File: src/rtl/regfile_wb_arbiter.sv
// Round-robin writeback arbiter in front of the single register-file write port.
// Stages one accepted ALU or load write per cycle and counts committed non-x0 writes.
module regfile_wb_arbiter #(
    parameter int DATA_W  = 64,
    parameter int ADDR_W  = 5,
    parameter int COUNT_W = 16
) (
    input  logic               clk,
    input  logic               reset,
    input  logic               alu_valid,
    input  logic [ADDR_W-1:0]  alu_rd,
    input  logic [DATA_W-1:0]  alu_data,
    output logic               alu_ready,
    input  logic               mem_valid,
    input  logic [ADDR_W-1:0]  mem_rd,
    input  logic [DATA_W-1:0]  mem_data,
    output logic               mem_ready,
    input  logic               hold,
    output logic               RegWrite,
    output logic [ADDR_W-1:0]  RD,
    output logic [DATA_W-1:0]  WriteData,
    output logic [COUNT_W-1:0] wr_count
);

    localparam logic GRANT_ALU = 1'b0;
    localparam logic GRANT_MEM = 1'b1;

    logic               last_grant_q, last_grant_d;
    logic               reg_write_q, reg_write_d;
    logic [ADDR_W-1:0]  rd_q, rd_d;
    logic [DATA_W-1:0]  wdata_q, wdata_d;
    logic [COUNT_W-1:0] count_q, count_d;

    logic               alu_go, mem_go, accept, commit;
    logic [ADDR_W-1:0]  sel_rd;
    logic [DATA_W-1:0]  sel_data;

    // Grant: a lone requester always wins; on a tie the one not granted last time wins.
    always_comb begin
        alu_go = 1'b0;
        mem_go = 1'b0;
        if (reset && !hold) begin
            if (alu_valid && (!mem_valid || last_grant_q == GRANT_MEM)) begin
                alu_go = 1'b1;
            end else if (mem_valid) begin
                mem_go = 1'b1;
            end
        end
    end

    assign alu_ready = alu_go;
    assign mem_ready = mem_go;
    assign accept    = alu_go | mem_go;
    assign sel_rd    = alu_go ? alu_rd : mem_rd;
    assign sel_data  = alu_go ? alu_data : mem_data;
    // Writes to x0 still complete the handshake but never reach the register file.
    assign commit    = accept && (sel_rd != '0);

    always_comb begin
        last_grant_d = last_grant_q;
        reg_write_d  = commit;
        rd_d         = rd_q;
        wdata_d      = wdata_q;
        count_d      = count_q;
        if (accept) begin
            last_grant_d = alu_go ? GRANT_ALU : GRANT_MEM;
            rd_d         = sel_rd;
            wdata_d      = sel_data;
        end
        if (commit) begin
            count_d = count_q + {{(COUNT_W-1){1'b0}}, 1'b1};
        end
    end

    always_ff @(posedge clk or negedge reset) begin
        if (!reset) begin
            last_grant_q <= GRANT_MEM;
            reg_write_q  <= 1'b0;
            rd_q         <= '0;
            wdata_q      <= '0;
            count_q      <= '0;
        end else begin
            last_grant_q <= last_grant_d;
            reg_write_q  <= reg_write_d;
            rd_q         <= rd_d;
            wdata_q      <= wdata_d;
            count_q      <= count_d;
        end
    end

    assign RegWrite  = reg_write_q;
    assign RD        = rd_q;
    assign WriteData = wdata_q;
    assign wr_count  = count_q;

endmodule

File: config.mk
export PLATFORM = sky130hd
export DESIGN_NAME = regfile_wb_arbiter
export DESIGN_NICKNAME = d
export VERILOG_FILES = /design/src/rtl/regfile_wb_arbiter.sv
export SDC_FILE = /design/constraint.sdc
export NUM_CORES = 1
export LEC_CHECK = 0
export BUFFER_PORTS_ARGS = -buffer_cell sky130_fd_sc_hd__buf_4
export CAP_MARGIN = 20
export CORE_ASPECT_RATIO = 1.4
export CORE_MARGIN = 8
export CORE_UTILIZATION = 48
export DETAILED_ROUTE_END_ITERATION = 16
export GPL_TIMING_DRIVEN = 0
export HOLD_SLACK_MARGIN = 0.12
export PLACE_DENSITY = 0.86
export RECOVER_POWER = 100
export SKIP_CTS_REPAIR_TIMING = 1
export SLEW_MARGIN = 20
export SYNTH_ARGS = -nofsm -noshare
export SYNTH_HDL_FRONTEND = slang
export SYNTH_SLANG_ARGS = --single-unit
File: constraint.sdc
create_clock -name clk -period 4.3 [get_ports clk]
set_clock_uncertainty 0.1 [all_clocks]
set_input_delay 1.075 -clock clk [delete_from_list [all_inputs] [get_ports clk]]
set_output_delay 1.075 -clock clk [all_outputs]
set_load 0.02 [all_outputs]
# Word-level counts from Yosys, hierarchy flattened
# Index checks and enable logic that the tools add are counted.
dict set report totals {
  memories 0
  in_bits 143
  register_bits 87
  latchBits 0
  romBits 0
  mem_bits_rw 0
}
dict set report classes {
  n_shift 0
  mul 0
  eq_ne 0
  mux 8
  reduce_logical 7
  order_cmp 0
  bitwise 1
  add_sub_neg 1
  div 0
}
# op count
set op_table {}
lappend op_table {{two-way mux 64 bit} 1}
lappend op_table {{adder 16 x 1 -> 16 bit, second input constant} 1}
lappend op_table {{two-way mux 1 bit} 6}
lappend op_table {{two-way mux 5 bit} 1}
lappend op_table {{nonzero test 5 bit} 1}
lappend op_table {{logical AND 1 bit} 3}
lappend op_table {{zero test 1 bit} 2}
lappend op_table {{logical OR 1 bit} 1}
lappend op_table {{bitwise OR 1 bit} 1}

# Longest topological paths before layout
# Gate-level depths: netlist of the first run.
dict set report depth {
  ltp_word 8
  mapped_depth 6
  mapped_depth_nobuf 5
}

# Least setup slack after synthesis of the first run
# OpenSTA, ideal clock, no wires.
dict set report synth_timing {
  path_kind {input-to-output}
  from {input reset}
  to {output mem_ready}
  slack_ns 1.014
  arrival_time_ns 2.111
  stages 5
  path_buffers 2
  required_ns 3.125
  path_cell_list {nor2b_2 -> nand2_1 -> buf_2 -> buf_2 -> a21oi_1}
}
dict set report synth_via {
  elab_chain_cells 2
}
# element line
set synth_lines {}
lappend synth_lines {{from (decl)} 9} ;# input logic reset,
lappend synth_lines {{logical AND 1 bit} 42} ;# if (reset && !hold) begin
lappend synth_lines {{two-way mux 1 bit} 42}
lappend synth_lines {{to (decl)} 17} ;# output logic mem_ready,
# No other way between the ends.

# Final worst setup path of the first run
# Ends and elaborated chain as after synthesis.

==> results summary, run 1 <==
The final period utilization is 0.955. The origin of the critical flop-to-flop path is last_grant_q. The count of unresolved DRC violations after routing came out at 0. The number of nets in the layout came out at just under 800. The placed wire-length estimate came out at 10800 µm.

The maximum clock frequency came out at around 240 MHz. The wire length of the first global-routing pass is 21200 µm. The post-route minimum period came out at 4.11 ns. The fraction of final layout cells sized beyond drive strength 1 is 0.260.

The floorplan die area is about 0.012 mm². The number of warning messages in the yosys log is 0. The kind of launch point of the worst setup path is an input port.

The number of nets in the synthesized netlist is about 530. The launch instance of the worst min-delay path is wr_count[15]. The via count of the first global-routing pass is just over 4000. The width of the die came out at about 93 µm. The synthesized netlist occupies a cell area of roughly 0.0040 mm². The total power per unit cell area came out at 449 mW/mm². The worst endpoint required time is between 3 and 4 ns. The logic depth of the worst register-to-register path is 6.

The number of slew-limit violations in the final report is 0. Setup repair after global routing left no endpoint under its margin. Of all flip-flops after synthesis, the portion carrying an async set or reset was 1.00. The number of synthesized flops with an enable pin came out at 0. The worst setup path is captured at an output port. The first detailed-routing pass ran for 5 iterations. The area growth from synthesis to layout came out at 43.7%.

The category of the most critical setup path is in2out. The core area came out at 0.00815 mm². The worst setup slack after placement came out at -0.262 ns. The tool flagged a number of max-cap violations equal to 0.

The placed instances occupy a cell area of just under 0.006 mm². In this run the worst hold path is classified as reg2reg. The number of distinct library cells after synthesis came out at 28. The hold violation total from the final report was 0.

The total of endpoints with negative setup slack in the final report came out at 0. The vias per cell came out at between 5 and 6. The initial antenna violation count is 0.

For this block, the initial DRC count from the detailed router was roughly 170. At the end of the flow the core is filled with cells to 0.710. Across all register-to-register paths, the minimum setup slack is roughly 2.0 ns. The share of synthesized area occupied by flip-flops and latches came out at 0.541. The aggregate global routing overflow is 0. The setup slack of the critical path after layout is a little under 0.2 ns. TritonCTS built the clock tree. The maximum level of the CTS H-tree is 3. The congestion estimate from routability-driven global placement came to 0.928. The number of buffers created by CTS came out at 9.

The number of clock sinks seen by CTS came out at 87. The post-synthesis cell type with the largest combined area is sky130_fd_sc_hd__dfrtp_1. The leakage power of the design came out at 3.05 nW. The commonest cells after synthesis are 86 x sky130_fd_sc_hd__dfrtp_1, 71 x sky130_fd_sc_hd__nor2_1, 69 x sky130_fd_sc_hd__mux2i_1, 68 x sky130_fd_sc_hd__a21oi_1, 15 x sky130_fd_sc_hd__xor2_1. The data arrival at the endpoint of the critical path came out at about 2.9 ns. The maximum number of pins on one net before global-route repair came out at slightly below 90. The number of top-level pins is ~230. The post-route antenna net violation count is 0. The overall fraction of global-route tracks in use is 0.232. The maximum root-to-sink buffer count came out at 2. The effective utilization at floorplan is 0.494. The post-route standard cell area excluding fillers came out at roughly 0.0058 mm². The height of the die came out at roughly 120 µm.

Buffers placed on the I/O ports in this run total 230. By instance count, the leading cell after synthesis is sky130_fd_sc_hd__dfrtp_1. The register clock-pin slew on the reported worst setup and hold paths came out at approximately 0.05 ns. Of the post-synthesis cell area, the dominant cell type holds 0.534. IR analysis of the VDD net gives a maximum drop of 0.323 mV. The post-synthesis sequential element count is 87. By area the synthesized netlist is led by sky130_fd_sc_hd__dfrtp_1 53%, sky130_fd_sc_hd__mux2i_1 17%, sky130_fd_sc_hd__a21oi_1 8.5%. In the final routed layout, each cell accounts on average for between 15 and 20 µm. The flow ran to the end, and the final reports show no timing, DRC or antenna violations. The remaining max-slew budget at the tightest pin is 0.409.

The slew at the pin with the worst max-slew slack came out at 0.877 ns. The instance count of the mapped netlist is ~380. The cell depth of the worst hold path is 1. Along the worst path, the maximum fanout reaches 88. For the worst-skew pair, the clock arrives at the later sink with an insertion delay of between 0.3 and 0.4 ns.

The cell sitting at the root of the clock tree is a sky130_fd_sc_hd__clkbuf_16. The number of rows created at floorplan is 39. The worst register-to-register path ends at WriteData[42]. The repair_antennas step left the layout with diodes totalling 0. For this run, the leading register cell type out of synthesis is sky130_fd_sc_hd__dfrtp_1.

The final wirelength is about 14000 µm. The path with the worst hold slack has its endpoint at wr_count[15]. The total power draw came out at roughly 0.0026 W. After synthesis, the mean cell area works out to approximately 10 µm².

Summing over every cut layer, the via total after detailed routing is between 3000 and 4000.
==> through the flow <==
| step | std cells | hold slack, ns | TNS, ns |
|---|---|---|---|
| after CTS | 732 | 0.377 | -0.441 |
| after global routing | 732 | 0.387 | 0 |
| final | 732 | 0.372 | 0 |
| after detailed placement | 716 | 0.365 | -0.410 |
| after floorplan | 384 | 0.392 | 0 |
| after global placement | 716 | 0.364 | -0.371 |
==> state kept, by name, summed over array words and instances, names as in the netlist <==
signal        flops
last_grant_q      1
RegWrite          1
WriteData        64
wr_count         16
RD                5
==> layout by cell type, fill, tap and decap left out, types with 2 or more instances in the layout <==
cell and n:
sky130_fd_sc_hd__clkinv_2 2, sky130_fd_sc_hd__clkbuf_16 9, sky130_fd_sc_hd__nor4_1 8, sky130_fd_sc_hd__buf_4 142, sky130_fd_sc_hd__inv_1 2, sky130_fd_sc_hd__o21ai_0 4, sky130_fd_sc_hd__nor2_1 71, sky130_fd_sc_hd__nor3_1 5
sky130_fd_sc_hd__mux2i_1 69, sky130_fd_sc_hd__nand3_1 6, sky130_fd_sc_hd__dfrtp_1 86, sky130_fd_sc_hd__buf_1 3, sky130_fd_sc_hd__buf_2 5, sky130_fd_sc_hd__clkbuf_1 106, sky130_fd_sc_hd__a21oi_1 68, sky130_fd_sc_hd__or4_1 2
sky130_fd_sc_hd__nand2_1 12, sky130_fd_sc_hd__xor2_1 15, sky130_fd_sc_hd__nand4_1 2, sky130_fd_sc_hd__nand2b_1 2
==> layer usage <==
metal  GRT usage  vias to the layer above  part of all wire
li1            -                     1809                 -
met1       0.232                     1809              0.35
met2       0.412                      180              0.53
met3      0.0844                       25             0.095
met4      0.0981                        0             0.026
met5           0                        -                 0
==> how the worst max path moves through the flow <==
stage / from / to / slack (ns)
after floorplan: reset / mem_ready / 1.01
after global placement: reset / mem_ready / -0.21
after detailed placement: reset / mem_ready / -0.26
after CTS: reset / mem_ready / -0.27
after global routing: reset / mem_ready / 0.01
final: reset / mem_ready / 0.19
==> where the power goes <==
part / total, W / switching (W) / internal (W)
sequential: 0.00112 / 0.000129 / 0.000995
combinational: 0.000789 / 0.000496 / 0.000293
clock: 0.000686 / 0.000295 / 0.000391
==> critical path, stage by stage <==
cell and delay [ns]:
sky130_fd_sc_hd__buf_8 0.48, sky130_fd_sc_hd__nor2b_2 0.31, sky130_fd_sc_hd__nand2_1 0.13, sky130_fd_sc_hd__buf_2 0.24
sky130_fd_sc_hd__buf_2 0.26, sky130_fd_sc_hd__a21oi_1 0.22, sky130_fd_sc_hd__buf_4 0.18
==> final cells by class <==
cell class / instances / area, µm²
clock buffers: 14 / 244
multi-input cells: 271 / 1710
clock inverters: 2 / 10.0
plain buffers: 24 / 104
inverters: 2 / 7.51
fillers: 677 / 2360
well taps: 102 / 128
flip-flops and latches: 87 / 2180
repair buffers: 230 / 1410
==> logic make-up after synthesis <==
family | Yosys count | share of synthesized area
adder cells (fa/ha/maj) | 1 | 0.00311
AO/OA/AOI/OAI | 72 | 0.0895
flip-flops | 87 | 0.541
AND/OR/NAND/NOR | 112 | 0.127
XOR/XNOR | 15 | 0.0326
multiplexers | 71 | 0.178
buffers and inverters | 26 | 0.0289
No activity file was read; power rests on OpenSTA's default activity.
==> run 2, diff against run 1 <==
==> constraint.sdc (replaced) <==
create_clock -name clk -period 4.3 [get_ports clk]
set_clock_uncertainty 0.1 [all_clocks]
set_input_delay 1.075 -clock clk [delete_from_list [all_inputs] [get_ports clk]]
set_output_delay 1.075 -clock clk [all_outputs]
set_load 0.005 [all_outputs]
==> results summary, run 2 (synthesis results as in run 1) <==
The flow ran to the end, and the final reports show no timing, DRC or antenna violations. The final antenna diode count came out at 0 (unchanged). The total power per unit cell area came out at 412 mW/mm² (-8.2%).

The max-capacitance violation count is 0 (unchanged). The slowest stage of the critical path is the sky130_fd_sc_hd__buf_8 cell. The worst hold path terminates at wr_count[15]. The total of endpoints with negative setup slack in the final report is 0 (unchanged).

The maximum clock frequency came out at 245 MHz (+0.57%). The cell repeated most along the worst path is sky130_fd_sc_hd__buf_2. The number of buffers created by CTS is 9 (unchanged). The startpoint identified for the worst register-to-register timing path is last_grant_q. The internal power contribution was 0.00175 W (+4.5%). The worst setup path is of the in2out kind. The first-iteration detailed-routing DRC count is 154 (-8.3%).

The vias per cell was 5.24 (+0.42%). The maximum fanout encountered on the critical timing path came out at 88 (unchanged). The routability congestion estimate was 0.928 (unchanged). The post-route antenna net violation count is 0 (unchanged). The setup slack of the most critical reg-to-reg path is 2.04 ns (about the same).

The leading cell type in the layout, fill and taps excluded is sky130_fd_sc_hd__buf_4. The count of unresolved DRC violations after routing is 0 (unchanged). The final wirelength is 13800 µm (-0.37%).

The switching part of the total power is 0.289 (-0.0647). The height of the die is 124 µm (unchanged). The register clock-pin slew on the reported worst setup and hold paths came out at 0.05 ns (about the same). Setup repair after global routing left no endpoint under its margin. The initial antenna violation count is 0 (unchanged).

The worst hold path belongs to the class reg2reg. The number of rows created at floorplan is 39 (unchanged). The clock tree root driver cell is sky130_fd_sc_hd__clkbuf_16. The logic depth of the worst register-to-register path came out at 6 (unchanged). The insertion delay to the later sink of the worst-skew pair came out at 0.33 ns (about the same). The maximum level of the CTS H-tree is 3 (unchanged). The flip-flop count of the largest register, all copies and words added is 64 (unchanged).

The final period utilization came to 0.950 (-0.00541). The clock share of power is 0.278 (+0.014). The worst endpoint required time was 3.12 ns (about the same). The number of nets in the layout is 769 (unchanged). The remaining max-slew budget at the tightest pin came out at 0.407 (-0.00282).

The width of the die came to 93.4 µm (unchanged). The number of buffer and inverter instances along the worst setup path is 4 (unchanged). The leakage power of the design is 3.23 nW (+5.8%). The maximum root-to-sink buffer count is 2 (unchanged). The slew at the pin with the worst max-slew slack came out at 0.881 ns (+0.00419 ns). The data arrival at the endpoint of the critical path came out at 2.91 ns (-0.02 ns).

The kind of end point of the critical path is an output port. The aggregate global routing overflow was 0 (unchanged). The top cell types in the final layout, fill and taps aside, are 142 x sky130_fd_sc_hd__buf_4, 86 x sky130_fd_sc_hd__dfrtp_1, 71 x sky130_fd_sc_hd__nor2_1. The number of top-level pins was 231 (unchanged).

The core area came out at 0.00815 mm² (unchanged). The final cell count without fillers came out at 732 (unchanged). The hold violation total from the final report is 0 (unchanged). The via count of the first global-routing pass came to 4129 (unchanged).

The effective utilization at floorplan came out at 0.494 (unchanged). The cell depth of the worst hold path is 1 (unchanged). The number of vias after detailed routing was 3839 (+0.42%). The net switching component of the power is 0.000714 W (-22%).

The fraction of final layout cells sized beyond drive strength 1 came out at 0.343 (+0.0825). The average wire per cell in the routed design came out at 18.8 µm (-0.37%). The critical path starts at reset. The placed wire-length estimate came to 10800 µm (unchanged). Walking the worst path, the cells encountered are buf_8, nor2b_2, nand2_1, buf_2, buf_2, a21oi_1, buf_4. The area growth from synthesis to layout is 48.6%.

The worst hold path begins at wr_count[15]. In this design, the largest share of critical-path delay is due to buffers and inverters. The post-route minimum period is 4.08 ns (-0.0233 ns).

TritonCTS built the clock tree. The wire length of the first global-routing pass came out at 21200 µm (unchanged). The number of optimization iterations in the first detailed-route pass is 4 (-1). The instance count after placement with tap cells included was 716 (unchanged). The worst register-to-register path ends at WriteData[42].

The instance area at placement is 0.00588 mm² (unchanged). The worst IR drop on VDD is 0.299 mV (-7.5%). The post-route standard cell area excluding fillers came out at 0.00598 mm² (+3.4%). The floorplan die area was 0.0116 mm² (unchanged). The number of slew-limit violations in the final report came to 0 (unchanged). The worst setup path is launched from an input port. The maximum number of pins on one net before global-route repair is 89 (unchanged). The count of buffers from port buffering is 230 (unchanged). The number of clock sinks seen by CTS is 87 (unchanged). The overall fraction of global-route tracks in use is 0.232 (unchanged). The fraction of power consumed by combinational cells was 0.267 (-0.037). The register share of total power came to 0.455 (+0.023).

The delay of the slowest cell on the worst path came out at 0.48 ns (about the same).
## run 2: how the worst max path moves through the flow
| stage | end | slack, ns | cells past startpoint |
|---|---|---|---|
| finish | mem_ready | 0.22 | 7 |
| global route | mem_ready | 0.04 | 7 |
| CTS | mem_ready | -0.24 | 7 |
| detailed placement | mem_ready | -0.23 | 7 |
| global placement | mem_ready | -0.18 | 7 |
| floorplan | mem_ready | 1.21 | 5 |
## run 2: layer usage
layer | global-route usage | vias to the layer above | part of all wire
met5 | 0 | - | 0
met4 | 0.0981 | 0 | 0.026
met3 | 0.0844 | 25 | 0.093
met2 | 0.412 | 186 | 0.53
met1 | 0.232 | 1819 | 0.35
li1 | - | 1809 | -
## run 2: final cells by class
| class | count | area (µm²) |
|---|---|---|
| flip-flops and latches | 87 | 2180 |
| fillers | 629 | 2160 |
| multi-input cells | 271 | 1710 |
| repair buffers | 230 | 1610 |
| clock buffers | 14 | 244 |
| well taps | 102 | 128 |
| plain buffers | 24 | 104 |
| clock inverters | 2 | 10.0 |
| inverters | 2 | 7.51 |
## run 2: metrics by stage
stage | TNS, ns | utilization | hold WS [ns] | worst slack [ns] | total power [W]
after CTS | -0.380 | 0.753 | 0.377 | -0.240 | 0.00255
after detailed placement | -0.348 | 0.722 | 0.365 | -0.230 | 0.00187
after floorplan | 0 | - | 0.365 | 1.21 | 0.00137
after global routing | 0 | 0.734 | 0.387 | 0.0440 | 0.00260
after global placement | -0.309 | 0.722 | 0.364 | -0.182 | 0.00183
final | 0 | 0.734 | 0.373 | 0.216 | 0.00247
## run 2: worst register-to-register path, stage by stage, from the launching register on
cell	delay, ns
sky130_fd_sc_hd__dfstp_2	0.36
sky130_fd_sc_hd__nand2b_1	0.15
sky130_fd_sc_hd__nand3_1	0.12
sky130_fd_sc_hd__buf_2	0.27
sky130_fd_sc_hd__clkbuf_1	0.44
sky130_fd_sc_hd__clkbuf_1	0.50
sky130_fd_sc_hd__a21oi_1	0.17
## run 2: power groups by stage
| stage | Sequential [W] | Clock, W | Combinational, W |
|---|---|---|---|
| after global routing | 0.00114 | 0.000733 | 0.000725 |
| after global placement | 0.00112 | 0 | 0.000706 |
| after floorplan | 0.00113 | 0 | 0.000244 |
| final | 0.00112 | 0.000685 | 0.000660 |
| after CTS | 0.00112 | 0.000696 | 0.000734 |
| after detailed placement | 0.00114 | 0 | 0.000730 |
==> run 3, diff against run 2 <==
--- a/config.mk
+++ b/config.mk
@@ -7,12 +7,12 @@
 export LEC_CHECK = 0
 export BUFFER_PORTS_ARGS = -buffer_cell sky130_fd_sc_hd__buf_4
 export CAP_MARGIN = 20
-export CORE_ASPECT_RATIO = 1.4
 export CORE_MARGIN = 8
 export CORE_UTILIZATION = 48
 export DETAILED_ROUTE_END_ITERATION = 16
 export GPL_TIMING_DRIVEN = 0
 export HOLD_SLACK_MARGIN = 0.12
+export MAX_ROUTING_LAYER = met4
 export PLACE_DENSITY = 0.86
 export RECOVER_POWER = 100
 export SKIP_CTS_REPAIR_TIMING = 1
==> results summary, run 3 (synthesis results as in run 1) <==
The average wire per cell in the routed design was 18.6 µm (-1.2%). The max-capacitance violation count is 0 (unchanged). The initial antenna violation count is 0 (unchanged). The wire length of the first global-routing pass is 20600 µm (-2.9%). The total negative slack for setup checks was 0 ns (unchanged).

The maximum root-to-sink buffer count is 2 (unchanged). The leakage power of the design is 3.19 nW (-1.3%). From synthesis to final layout, the design area changed by 47.0%. The width of the die is 108 µm (+15%). The hold violation total from the final report is 0 (unchanged).

The slowest stage of the critical path is the sky130_fd_sc_hd__buf_8 cell. The number of vias after detailed routing came to 3790 (-1.3%). In this design, the critical path's most frequently occurring cell is sky130_fd_sc_hd__buf_2. The post-route standard cell area excluding fillers is 0.00592 mm² (-1.1%). The post-route antenna net violation count is 0 (unchanged).

The overall fraction of global-route tracks in use came out at 0.235 (+0.00283). The worst setup path is captured at an output port. The setup slack of the most critical reg-to-reg path is 2.03 ns (about the same). The effective utilization at floorplan is 0.493 (-0.00159).

The maximum clock frequency is 248 MHz (+1.2%). The insertion delay to the later sink of the worst-skew pair came out at 0.34 ns (about the same). The slew at the pin with the worst max-slew slack came out at 0.955 ns (+0.0741 ns). The final antenna diode count was 0 (unchanged).

The floorplan die area is 0.0116 mm² (-0.36%). The instance area at placement came out at 0.00588 mm² (about the same). The count of unresolved DRC violations after routing came out at 0 (unchanged). The core area is 0.00818 mm² (+0.32%). The library cells used most frequently in the layout, excluding fill and tap cells, are 142 x sky130_fd_sc_hd__buf_4, 86 x sky130_fd_sc_hd__dfrtp_1, 71 x sky130_fd_sc_hd__nor2_1. The number of nets in the layout is 768 (-0.13%). The vias per cell came out at 5.17 (-1.4%). The category of the most critical setup path is in2out.

The delay of the slowest cell on the worst path came out at 0.46 ns (-0.02 ns). The register clock-pin slew on the reported worst setup and hold paths was 0.09 ns (+0.04 ns). The worst endpoint required time came to 3.12 ns (about the same).

The number of top-level pins was 231 (unchanged). The worst setup path is launched from an input port. The clock tree root driver cell is sky130_fd_sc_hd__clkbuf_8. Walking the worst path, the cells encountered are buf_8, nor2b_2, nand2_1, buf_2, buf_2, a21oi_1, buf_4. The total power per unit cell area is 396 mW/mm² (-3.9%). The data arrival at the endpoint of the critical path came out at 2.86 ns (-0.05 ns). The aggregate global routing overflow is 0 (unchanged). The flip-flop count of the largest register, all copies and words added was 64 (unchanged). The final wirelength is 13600 µm (-1.1%). The number of buffers created by CTS came out at 9 (unchanged). The library cell used most frequently in the layout, excluding fill and tap cells, is sky130_fd_sc_hd__buf_4.

The maximum fanout encountered on the critical timing path came to 88 (unchanged). The post-route minimum period was 4.04 ns (-0.0486 ns). The count of buffers from port buffering is 230 (unchanged). The CTS tree is built. The remaining max-slew budget at the tightest pin is 0.357 (-0.0499).

The kind of path behind the tightest hold check is reg2reg. The number of optimization iterations in the first detailed-route pass came out at 6 (+2). The first-iteration detailed-routing DRC count came out at 117 (-24%). Setup repair after global routing left no endpoint under its margin.

The number of rows created at floorplan came out at 33 (-15%). The final period utilization is 0.939 (-0.0113). The maximum number of pins on one net before global-route repair came to 89 (unchanged). The run finished with clean final reports. The number of clock sinks seen by CTS came to 87 (unchanged). The total of endpoints with negative setup slack in the final report was 0 (unchanged). The final cell utilization of the core came to 0.724 (-0.0106). The routability congestion estimate is 0.807 (-13%).

The placed wire-length estimate came out at 11100 µm (+3.0%). The via count of the first global-routing pass is 4088 (-0.99%). The maximum level of the CTS H-tree is 3 (unchanged).

The number of slew-limit violations in the final report is 0 (unchanged). The fraction of final layout cells sized beyond drive strength 1 is 0.349 (+0.00587). The worst IR drop on VDD is 0.246 mV (-17%). The height of the die is 108 µm (-13%).
run 3: cell count changes in the layout (fill, tap and decap cells not counted), moves of 2 or more:
| cell | previous run | this run |
|---|---|---|
| sky130_fd_sc_hd__clkinvlp_4 | 0 | 2 |
| sky130_fd_sc_hd__clkbuf_1 | 54 | 48 |
| sky130_fd_sc_hd__clkbuf_16 | 9 | 0 |
| sky130_fd_sc_hd__buf_2 | 5 | 7 |
| sky130_fd_sc_hd__clkbuf_8 | 0 | 10 |
| sky130_fd_sc_hd__clkbuf_4 | 53 | 51 |
run 3: path summary, 6_finish.rpt:
path	from	endpoint	depth (start not counted)
min	wr_count[15]	wr_count[15]	1
min in group asynchronous	reset	wr_count[15]	1
min reg2reg	wr_count[15]	wr_count[15]	1
max reg2reg	last_grant_q	wr_count[12]	6
max	reset	mem_ready	7
max in group asynchronous	reset	WriteData[13]	1
run 3: per-stage QoR:
| stage | worst slack [ns] | instances | hold WS [ns] | total power [W] |
|---|---|---|---|---|
| CTS | -0.173 | 734 | 0.381 | 0.00244 |
| global route | 0.0494 | 733 | 0.394 | 0.00247 |
| detailed placement | -0.162 | 719 | 0.362 | 0.00187 |
| floorplan | 1.21 | 384 | 0.365 | 0.00137 |
| global placement | -0.144 | 719 | 0.358 | 0.00183 |
| finish | 0.264 | 733 | 0.377 | 0.00235 |
run 3: cell type report:
class                      instances  area, µm²
buffer                            23       95.1
clock buffer                      10        138
clock inverter                     5       58.8
fill                             669       2260
inverter                           2       7.51
multi-input combinational        271       1710
sequential                        87       2180
tap                              105        131
timing repair buffer             230       1600
run 3: power breakdown:
part / leakage, nW / switching [W] / internal [W]
Sequential: 1.02 / 0.000123 / 0.000993
Combinational: 2.08 / 0.000289 / 0.000363
Clock: 0.0944 / 0.000295 / 0.000282
Total: 3.19 / 0.000708 / 0.00164
run 3: metal layers:
layer	wire [µm]	global-route usage	vias to the layer above
met5	0	-	-
met4	225	0.0654	0
met3	1140	0.0641	17
met2	7100	0.408	162
met1	5150	0.257	1800
li1	-	-	1811
run 3: worst max-delay path, delay by kind of cell:
| family | cells | cell delay (ns) |
|---|---|---|
| AND/OR/NAND/NOR | 2 | 0.47 |
| buffers and inverters | 4 | 1.11 |
| AO/OA/AOI/OAI | 1 | 0.15 |
